**src/rtl/axi_dual_channel_converter.sv**
```systemverilog
// axi_dual_channel_converter: bridges PORT_NUM cache ports onto one AXI4 master with
// independent round-robin read and write engines and a read-after-write line stall.
module axi_dual_channel_converter #(
    parameter int PORT_NUM  = 2,
    parameter int ADDR_W    = 32,
    parameter int DATA_W    = 32,
    parameter int BURST_LEN = 4,
    parameter int ID_W      = 4
) (
    input  logic                         clk,
    input  logic                         rst_n,
    input  logic [PORT_NUM-1:0]          req_valid,
    input  logic [PORT_NUM-1:0]          req_write,
    input  logic [PORT_NUM-1:0]          req_burst,
    input  logic [PORT_NUM-1:0]          req_cached,
    input  logic [PORT_NUM*ADDR_W-1:0]   req_addr,
    input  logic [PORT_NUM*DATA_W-1:0]   req_wdata,
    input  logic [PORT_NUM*DATA_W/8-1:0] req_wstrb,
    input  logic [PORT_NUM-1:0]          req_data_ok,
    output logic [PORT_NUM-1:0]          resp_ready,
    output logic [PORT_NUM-1:0]          resp_data_ok,
    output logic [PORT_NUM-1:0]          resp_data_last,
    output logic [PORT_NUM-1:0]          resp_err,
    output logic [DATA_W-1:0]            resp_rdata,
    output logic [ID_W-1:0]              m_ar_id,
    output logic [ADDR_W-1:0]            m_ar_addr,
    output logic [7:0]                   m_ar_len,
    output logic [2:0]                   m_ar_size,
    output logic [1:0]                   m_ar_burst,
    output logic [3:0]                   m_ar_cache,
    output logic                         m_ar_valid,
    input  logic                         m_ar_ready,
    input  logic [ID_W-1:0]              m_r_id,
    input  logic [DATA_W-1:0]            m_r_data,
    input  logic [1:0]                   m_r_resp,
    input  logic                         m_r_last,
    input  logic                         m_r_valid,
    output logic                         m_r_ready,
    output logic [ID_W-1:0]              m_aw_id,
    output logic [ADDR_W-1:0]            m_aw_addr,
    output logic [7:0]                   m_aw_len,
    output logic [2:0]                   m_aw_size,
    output logic [1:0]                   m_aw_burst,
    output logic [3:0]                   m_aw_cache,
    output logic                         m_aw_valid,
    input  logic                         m_aw_ready,
    output logic [DATA_W-1:0]            m_w_data,
    output logic [DATA_W/8-1:0]          m_w_strb,
    output logic                         m_w_last,
    output logic                         m_w_valid,
    input  logic                         m_w_ready,
    input  logic [ID_W-1:0]              m_b_id,
    input  logic [1:0]                   m_b_resp,
    input  logic                         m_b_valid,
    output logic                         m_b_ready
);
    localparam int PW   = PORT_NUM > 1 ? $clog2(PORT_NUM) : 1;
    localparam int CW   = $clog2(BURST_LEN);
    localparam int SW   = DATA_W / 8;
    localparam int LOFF = $clog2(BURST_LEN * SW);

    typedef enum logic [1:0] {R_IDLE, R_ADDR, R_DATA} r_state_t;
    typedef enum logic [1:0] {W_IDLE, W_ADDR, W_DATA, W_RESP} w_state_t;

    r_state_t          r_state;
    w_state_t          w_state;
    logic [PW-1:0]     r_rr, w_rr, r_port, w_port, r_gnt, w_gnt;
    logic              r_gnt_v, w_gnt_v, r_acc, w_acc, r_hs, w_hs, b_hs;
    logic [ADDR_W-1:0] r_addr, w_addr;
    logic              r_burst, w_burst, r_cached, w_cached, r_err;
    logic [CW-1:0]     w_cnt;
    logic [PORT_NUM-1:0] r_cand, w_cand;
    logic              unused;

    function automatic logic [PW:0] rr_pick(input logic [PORT_NUM-1:0] cand, input logic [PW-1:0] ptr);
        int idx;
        rr_pick = '0;
        for (int k = PORT_NUM - 1; k >= 0; k--) begin
            idx = (int'(ptr) + k) % PORT_NUM;
            if (cand[idx]) rr_pick = {1'b1, PW'(idx)};
        end
    endfunction

    // Reads to the line held by an active write are hidden from the read arbiter.
    always_comb begin
        r_cand = '0;
        for (int i = 0; i < PORT_NUM; i++)
            r_cand[i] = req_valid[i] && !req_write[i] && !(w_state != W_IDLE &&
                req_addr[i*ADDR_W+LOFF +: ADDR_W-LOFF] == w_addr[ADDR_W-1:LOFF]);
        w_cand = req_valid & req_write;
    end

    assign {r_gnt_v, r_gnt} = rr_pick(r_cand, r_rr);
    assign {w_gnt_v, w_gnt} = rr_pick(w_cand, w_rr);
    assign r_acc = rst_n && r_state == R_IDLE && r_gnt_v;
    assign w_acc = rst_n && w_state == W_IDLE && w_gnt_v;

    always_ff @(posedge clk or negedge rst_n) begin
        if (!rst_n) begin
            r_state  <= R_IDLE;
            r_rr     <= '0;
            r_port   <= '0;
            r_addr   <= '0;
            r_burst  <= 1'b0;
            r_cached <= 1'b0;
            r_err    <= 1'b0;
        end else begin
            case (r_state)
                R_IDLE: if (r_acc) begin
                    r_state  <= R_ADDR;
                    r_rr     <= PW'((int'(r_gnt) + 1) % PORT_NUM);
                    r_port   <= r_gnt;
                    r_addr   <= req_addr[int'(r_gnt)*ADDR_W +: ADDR_W];
                    r_burst  <= req_burst[r_gnt];
                    r_cached <= req_cached[r_gnt];
                    r_err    <= 1'b0;
                end
                R_ADDR: if (m_ar_ready) r_state <= R_DATA;
                R_DATA: if (r_hs) begin
                    r_err <= r_err | m_r_resp[1];
                    if (m_r_last) r_state <= R_IDLE;
                end
                default: r_state <= R_IDLE;
            endcase
        end
    end

    always_ff @(posedge clk or negedge rst_n) begin
        if (!rst_n) begin
            w_state  <= W_IDLE;
            w_rr     <= '0;
            w_port   <= '0;
            w_addr   <= '0;
            w_burst  <= 1'b0;
            w_cached <= 1'b0;
            w_cnt    <= '0;
        end else begin
            case (w_state)
                W_IDLE: if (w_acc) begin
                    w_state  <= W_ADDR;
                    w_rr     <= PW'((int'(w_gnt) + 1) % PORT_NUM);
                    w_port   <= w_gnt;
                    w_addr   <= req_addr[int'(w_gnt)*ADDR_W +: ADDR_W];
                    w_burst  <= req_burst[w_gnt];
                    w_cached <= req_cached[w_gnt];
                end
                W_ADDR: if (m_aw_ready) begin
                    w_state <= W_DATA;
                    w_cnt   <= '0;
                end
                W_DATA: if (w_hs) begin
                    w_cnt <= w_cnt + 1'b1;
                    if (m_w_last) w_state <= W_RESP;
                end
                W_RESP: if (m_b_valid) w_state <= W_IDLE;
            endcase
        end
    end

    assign m_ar_valid = r_state == R_ADDR;
    assign m_ar_id    = ID_W'(r_port);
    assign m_ar_addr  = r_addr;
    assign m_ar_len   = r_burst ? 8'(BURST_LEN - 1) : 8'd0;
    assign m_ar_size  = 3'($clog2(SW));
    assign m_ar_burst = r_burst ? 2'b10 : 2'b01;
    assign m_ar_cache = {2'b00, r_cached, 1'b0};
    assign m_r_ready  = r_state == R_DATA && req_data_ok[r_port];
    assign r_hs       = m_r_ready && m_r_valid;
    assign resp_rdata = m_r_data;

    assign m_aw_valid = w_state == W_ADDR;
    assign m_aw_id    = ID_W'(w_port);
    assign m_aw_addr  = w_addr;
    assign m_aw_len   = w_burst ? 8'(BURST_LEN - 1) : 8'd0;
    assign m_aw_size  = 3'($clog2(SW));
    assign m_aw_burst = w_burst ? 2'b10 : 2'b01;
    assign m_aw_cache = {2'b00, w_cached, 1'b0};
    assign m_w_valid  = w_state == W_DATA && req_data_ok[w_port];
    assign m_w_last   = w_cnt == (w_burst ? CW'(BURST_LEN - 1) : CW'(0));
    assign m_w_data   = req_wdata[int'(w_port)*DATA_W +: DATA_W];
    assign m_w_strb   = req_wstrb[int'(w_port)*SW +: SW];
    assign w_hs       = m_w_valid && m_w_ready;
    assign m_b_ready  = w_state == W_RESP;
    assign b_hs       = m_b_ready && m_b_valid;

    always_comb begin
        resp_ready     = '0;
        resp_data_ok   = '0;
        resp_data_last = '0;
        resp_err       = '0;
        for (int i = 0; i < PORT_NUM; i++) begin
            resp_ready[i]     = (r_acc && r_gnt == PW'(i)) || (w_acc && w_gnt == PW'(i));
            resp_data_ok[i]   = (r_hs && r_port == PW'(i)) || (w_hs && w_port == PW'(i));
            resp_data_last[i] = (r_hs && m_r_last && r_port == PW'(i)) || (b_hs && w_port == PW'(i));
            resp_err[i]       = (r_hs && m_r_last && r_port == PW'(i) && (r_err || m_r_resp[1])) ||
                                (b_hs && w_port == PW'(i) && m_b_resp[1]);
        end
    end

    assign unused = ^{m_r_resp[0], m_b_resp[0], m_r_id, m_b_id};

    assert property (@(posedge clk) disable iff (!rst_n) r_hs |-> m_r_id == ID_W'(r_port));
    assert property (@(posedge clk) disable iff (!rst_n) b_hs |-> m_b_id == ID_W'(w_port));
endmodule

```
**config.mk**
```make
export PLATFORM = sky130hd
export DESIGN_NAME = axi_dual_channel_converter
export DESIGN_NICKNAME = d
export VERILOG_FILES = /design/src/rtl/axi_dual_channel_converter.sv
export SDC_FILE = /design/constraint.sdc
export NUM_CORES = 1
export LEC_CHECK = 0
export BUFFER_PORTS_ARGS = -buffer_cell sky130_fd_sc_hd__buf_4
export CAP_MARGIN = 20
export CORE_AREA = 2 2 151 153
export CTS_BUF_LIST = sky130_fd_sc_hd__clkbuf_16
export DETAILED_ROUTE_END_ITERATION = 8
export DIE_AREA = 0 0 153 155
export SYNTH_ARGS = -nofsm -noshare
export SYNTH_HDL_FRONTEND = slang
export SYNTH_SLANG_ARGS = --single-unit
```
**constraint.sdc**
```tcl
create_clock -name clk -period 2.5 [get_ports clk]
set_input_delay 0.25 -clock clk [delete_from_list [all_inputs] [get_ports clk]]
set_output_delay 0.25 -clock clk [all_outputs]
set_load 0.005 [all_outputs]
```
==> metrics.md <==
| Metric | Value |
|---|---|
| Reg area | 1980 um2 |
| CTS clock-pin slew for the worst setup and hold paths | 0.06 ns |
| Syn Inst Count | 561 |
| Fraction of registers with async set/reset | 100% |
| Power density cells | 1020 nW/um2 |
| Fin nets | 1054 |
| FILL cells | 2252 |
| CP max-delay cell | dfrtp_2 |
| Seq/Total Area, Yosys | 36.0% |
| Synth Register Bits | 79 |
| Max clock buf depth | 2 |
| Worst vdd ir | ~0.40 mV |
| Commonest non-fill, non-tap cell in the layout | buf_4 |
| Reg-to-Reg Start | m_aw_addr[6]$_DFFE_PN0P_ |
| Simple-gate portion of the synthesized area | between 10% and 20% |
| Pins Over Slew Limit | 0 |
| Worst path depth | 8 |
| Worst-Skew Late Latency | 0.35 ns |
| Worst path cell trace | xor2_2 -> a2111o_1 -> a2111oi_4 -> nand3_2 -> buf_6 -> o211ai_1 -> o21ai_1 -> buf_4 |
| Main combinational cell family by area after synthesis | compound AO/OA/AOI/OAI gates |
| Routability cong. | a little over 0.8 |
| Drt drc | 0 |
| Die Y | 155 um |
| Vias in the first global route | 5325 |
| Worst-Margin Slew | between 0.6 and 0.7 ns |
| Multiplexer share of the synthesized area | under 10% |
| Final worst slack | -0.279 ns |
| Worst Clk Skew | 0.00940 ns |
| Worst EP required | 2.25 ns |
| Mapped Area | ~5500 um2 |
| Global route total overflow | 0 |
| WP buf/inv | 2 |
| CTS tree | built |
| DRT Pass-1 Iters | 4 |
| Final setup fails | 39 |
| DP HPWL | roughly 19 mm |
| CTS buffer count | 9 |
| MaxCap Viol Count | 0 |
| Crit-path max cell delay | 0.44 ns |
| Via density | a little under 5 |
| CP arrival | 2.53 ns |
| GRT Util Overall | 20.1% |
| Number of H-tree levels | 3 |
| Root buffer cell | clkbuf_16 |
| Fin util | 38.8% |
| Area growth syn-to-layout | 56.9% |
| Wire per inst | 21.8 um |
| Status | complete, but fails checks |
| Final Cycle Share | 111% |
| Largest fanout on the critical path | 4 |
| Share of layout cells above drive strength 1 | around 52% |
| Cell variety after synth | 50 |
| Leak Pwr | 4.19 nW |
| PortBufs | ~280 |
| Endpoints failing hold | 0 |
| Startpoint Class | flop |
| Post-synth EDFFs | 0 |
| Failing checks | setup timing |
| Synth Area in Compound Gates | ~17% |
| Area of the multi-input gates | 2990 um2 |
| CP Launch Point | m_aw_addr[4]$_DFFE_PN0P_ |
| Worst Hold Class | input port to flop |
| Design Power | 8.81 mW |
| Initial antenna violation count | 3 |
| Yosys Warn Count | 0 |
| Avg Synthesized Cell Area | 9.79 um2 |
| Num ports | 386 |
| Unrepaired setup endpoints after global routing | yes |
| CP Class | flop to primary output |
| DRT iter0 DRCs | 314 |
| Family with the most delay on the worst path | compound AO/OA/AOI/OAI gates |
| First-pass GRT wire length | approximately 35 mm |
| Top_reg_cell synth | dfrtp_1 |
| Post-Synth XOR/XNOR Area | around 8% |
| Core Area | 22200 um2 |
| Most frequent cells in the layout | buf_4, nand2_1, dfrtp_1 |
| Critical Path Sink | resp_ready[0] |
| Rows | 55 |
| DR vias | 5508 |
| Final ANT Viol Nets | 0 |
| Fmax | 0.360 GHz |
| Die area | 23700 um2 |
| R2r worst-path depth | 10 |
| Post-place setup slack | -0.162 ns |
| Adder-cell share of the synthesized area | 1.14% |
| Min Clock Period, post-route | 2.78 ns |
| Pin count of the biggest net entering global routing | 45 |
| Clk sink count | 79 |
| Starting Density | around 25% |
| Setup TNS | -4.60 ns |
| Setup slack, reg-to-reg | -0.18 ns |
| Crit end category | primary output |
| Final wirelength | 24.9 mm |
| FF-to-FF End | m_ar_addr[26]$_DFFE_PN0P_ |
| Slew margin rel. | 57.7% |
| Die Span X | between 150 and 200 um |
kinds of logic after synthesis:
kind of cell / Yosys count
compound gates: 104
xor+xnor: 50
fa+ha+maj: 5
buf+inv: 124
flops: 79
mux: 42
other cells: 2
simple gates: 155
metal layers:
metal,global-route usage (%),share of wire [%],routed length [um],vias up
met2,33.6,49,12100,306
met3,6.13,9.2,2300,26
met5,0,0.088,22,-
met1,25.2,40,10100,2650
li1,-,-,-,2522
met4,5.38,1.7,419,4
stage by stage:
step | hold slack (ns) | cell area (um2) | std cells
floorplan | -0.0456 | 5600 | 589
global placement | 0.118 | 7860 | 1106
detailed placement | 0.117 | 7860 | 1106
CTS | 0.0825 | 8410 | 1131
global route | 0.0917 | 8610 | 1140
finish | 0.0828 | 8620 | 1143
flip-flops by register name, indices dropped and copies added, names as in the netlist:
name / cells
w_cnt: 2
r_state: 2
m_ar_addr: 32
w_rr: 1
r_err: 1
w_state: 2
r_cached: 1
w_port: 1
r_port: 1
r_burst: 1
r_rr: 1
w_burst: 1
m_aw_addr: 32
w_cached: 1
final cells by class:
type	instances	area share, %
clock inverters	6	0.900
multi-input cells	386	34.7
diodes	3	0.0871
inverters	20	0.871
flip-flops and latches	79	23.0
repair buffers	355	33.7
well taps	285	4.14
clock buffers	9	2.61
worst reg2reg max path: stages, from the launching register on:
cell and delay, ns:
dfrtp_1 0.40, xor2_2 0.18, a221o_1 0.27, or4_4 0.56
o31a_4 0.33, buf_8 0.15, a22oi_4 0.20, buf_12 0.14
buf_12 0.11, buf_12 0.13, a221o_1 0.15
power breakdown:
part | switching (mW) | internal (mW) | total, mW | leakage [nW]
clock | 0.566 | 0.860 | 1.43 | 0.154
sequential | 0.482 | 1.90 | 2.38 | 0.989
combinational | 2.18 | 2.82 | 5.00 | 3.05
cell usage after synthesis (all sizes together) (2+ instances only):
master	number	area (um2)
and4	27	248
o21ai	7	35.0
and2	3	18.8
nor2b	4	25.0
a22o	7	70.1
nand4	12	75.1
nand2	79	297
clkbuf	21	78.8
nor2	8	30.0
nand2b	3	18.8
ha	5	62.6
dfrtp	79	1980
xnor2	31	272
a221o	31	310
o221ai	5	43.8
inv	20	75.1
a21o	2	15.0
o22ai	5	31.3
nor4	7	43.8
a22oi	35	277
o211ai	2	15.0
xor2	19	166
mux2i	5	50.1
conb	2	7.51
mux2	37	417
buf	83	636
nand3	6	30.0
worst min-delay path by stage:
stage                           from                       end  cells past startpoint
after CTS                 m_ar_ready    r_state[0]$_DFFE_PN0P_                      2
after floorplan                rst_n  m_ar_addr[0]$_DFFE_PN0P_                      0
after global routing      m_ar_ready    r_state[0]$_DFFE_PN0P_                      2
after global placement         rst_n          w_rr$_DFFE_PN0P_                      1
after detailed placement       rst_n          w_rr$_DFFE_PN0P_                      1
final                     m_ar_ready    r_state[0]$_DFFE_PN0P_                      2
what timing repair did:
item | 4_1_cts | 5_1_grt
buffers inserted | 6 | 8
hold buffers | 1 | 0
resized for setup | 20 | 23
pin swaps | 8 | 29
endpoints found under the setup margin | 40 | 40
cloned | 3 | 2
endpoints found under the hold margin | 7 | 0
(Power assumes the default switching activity.)
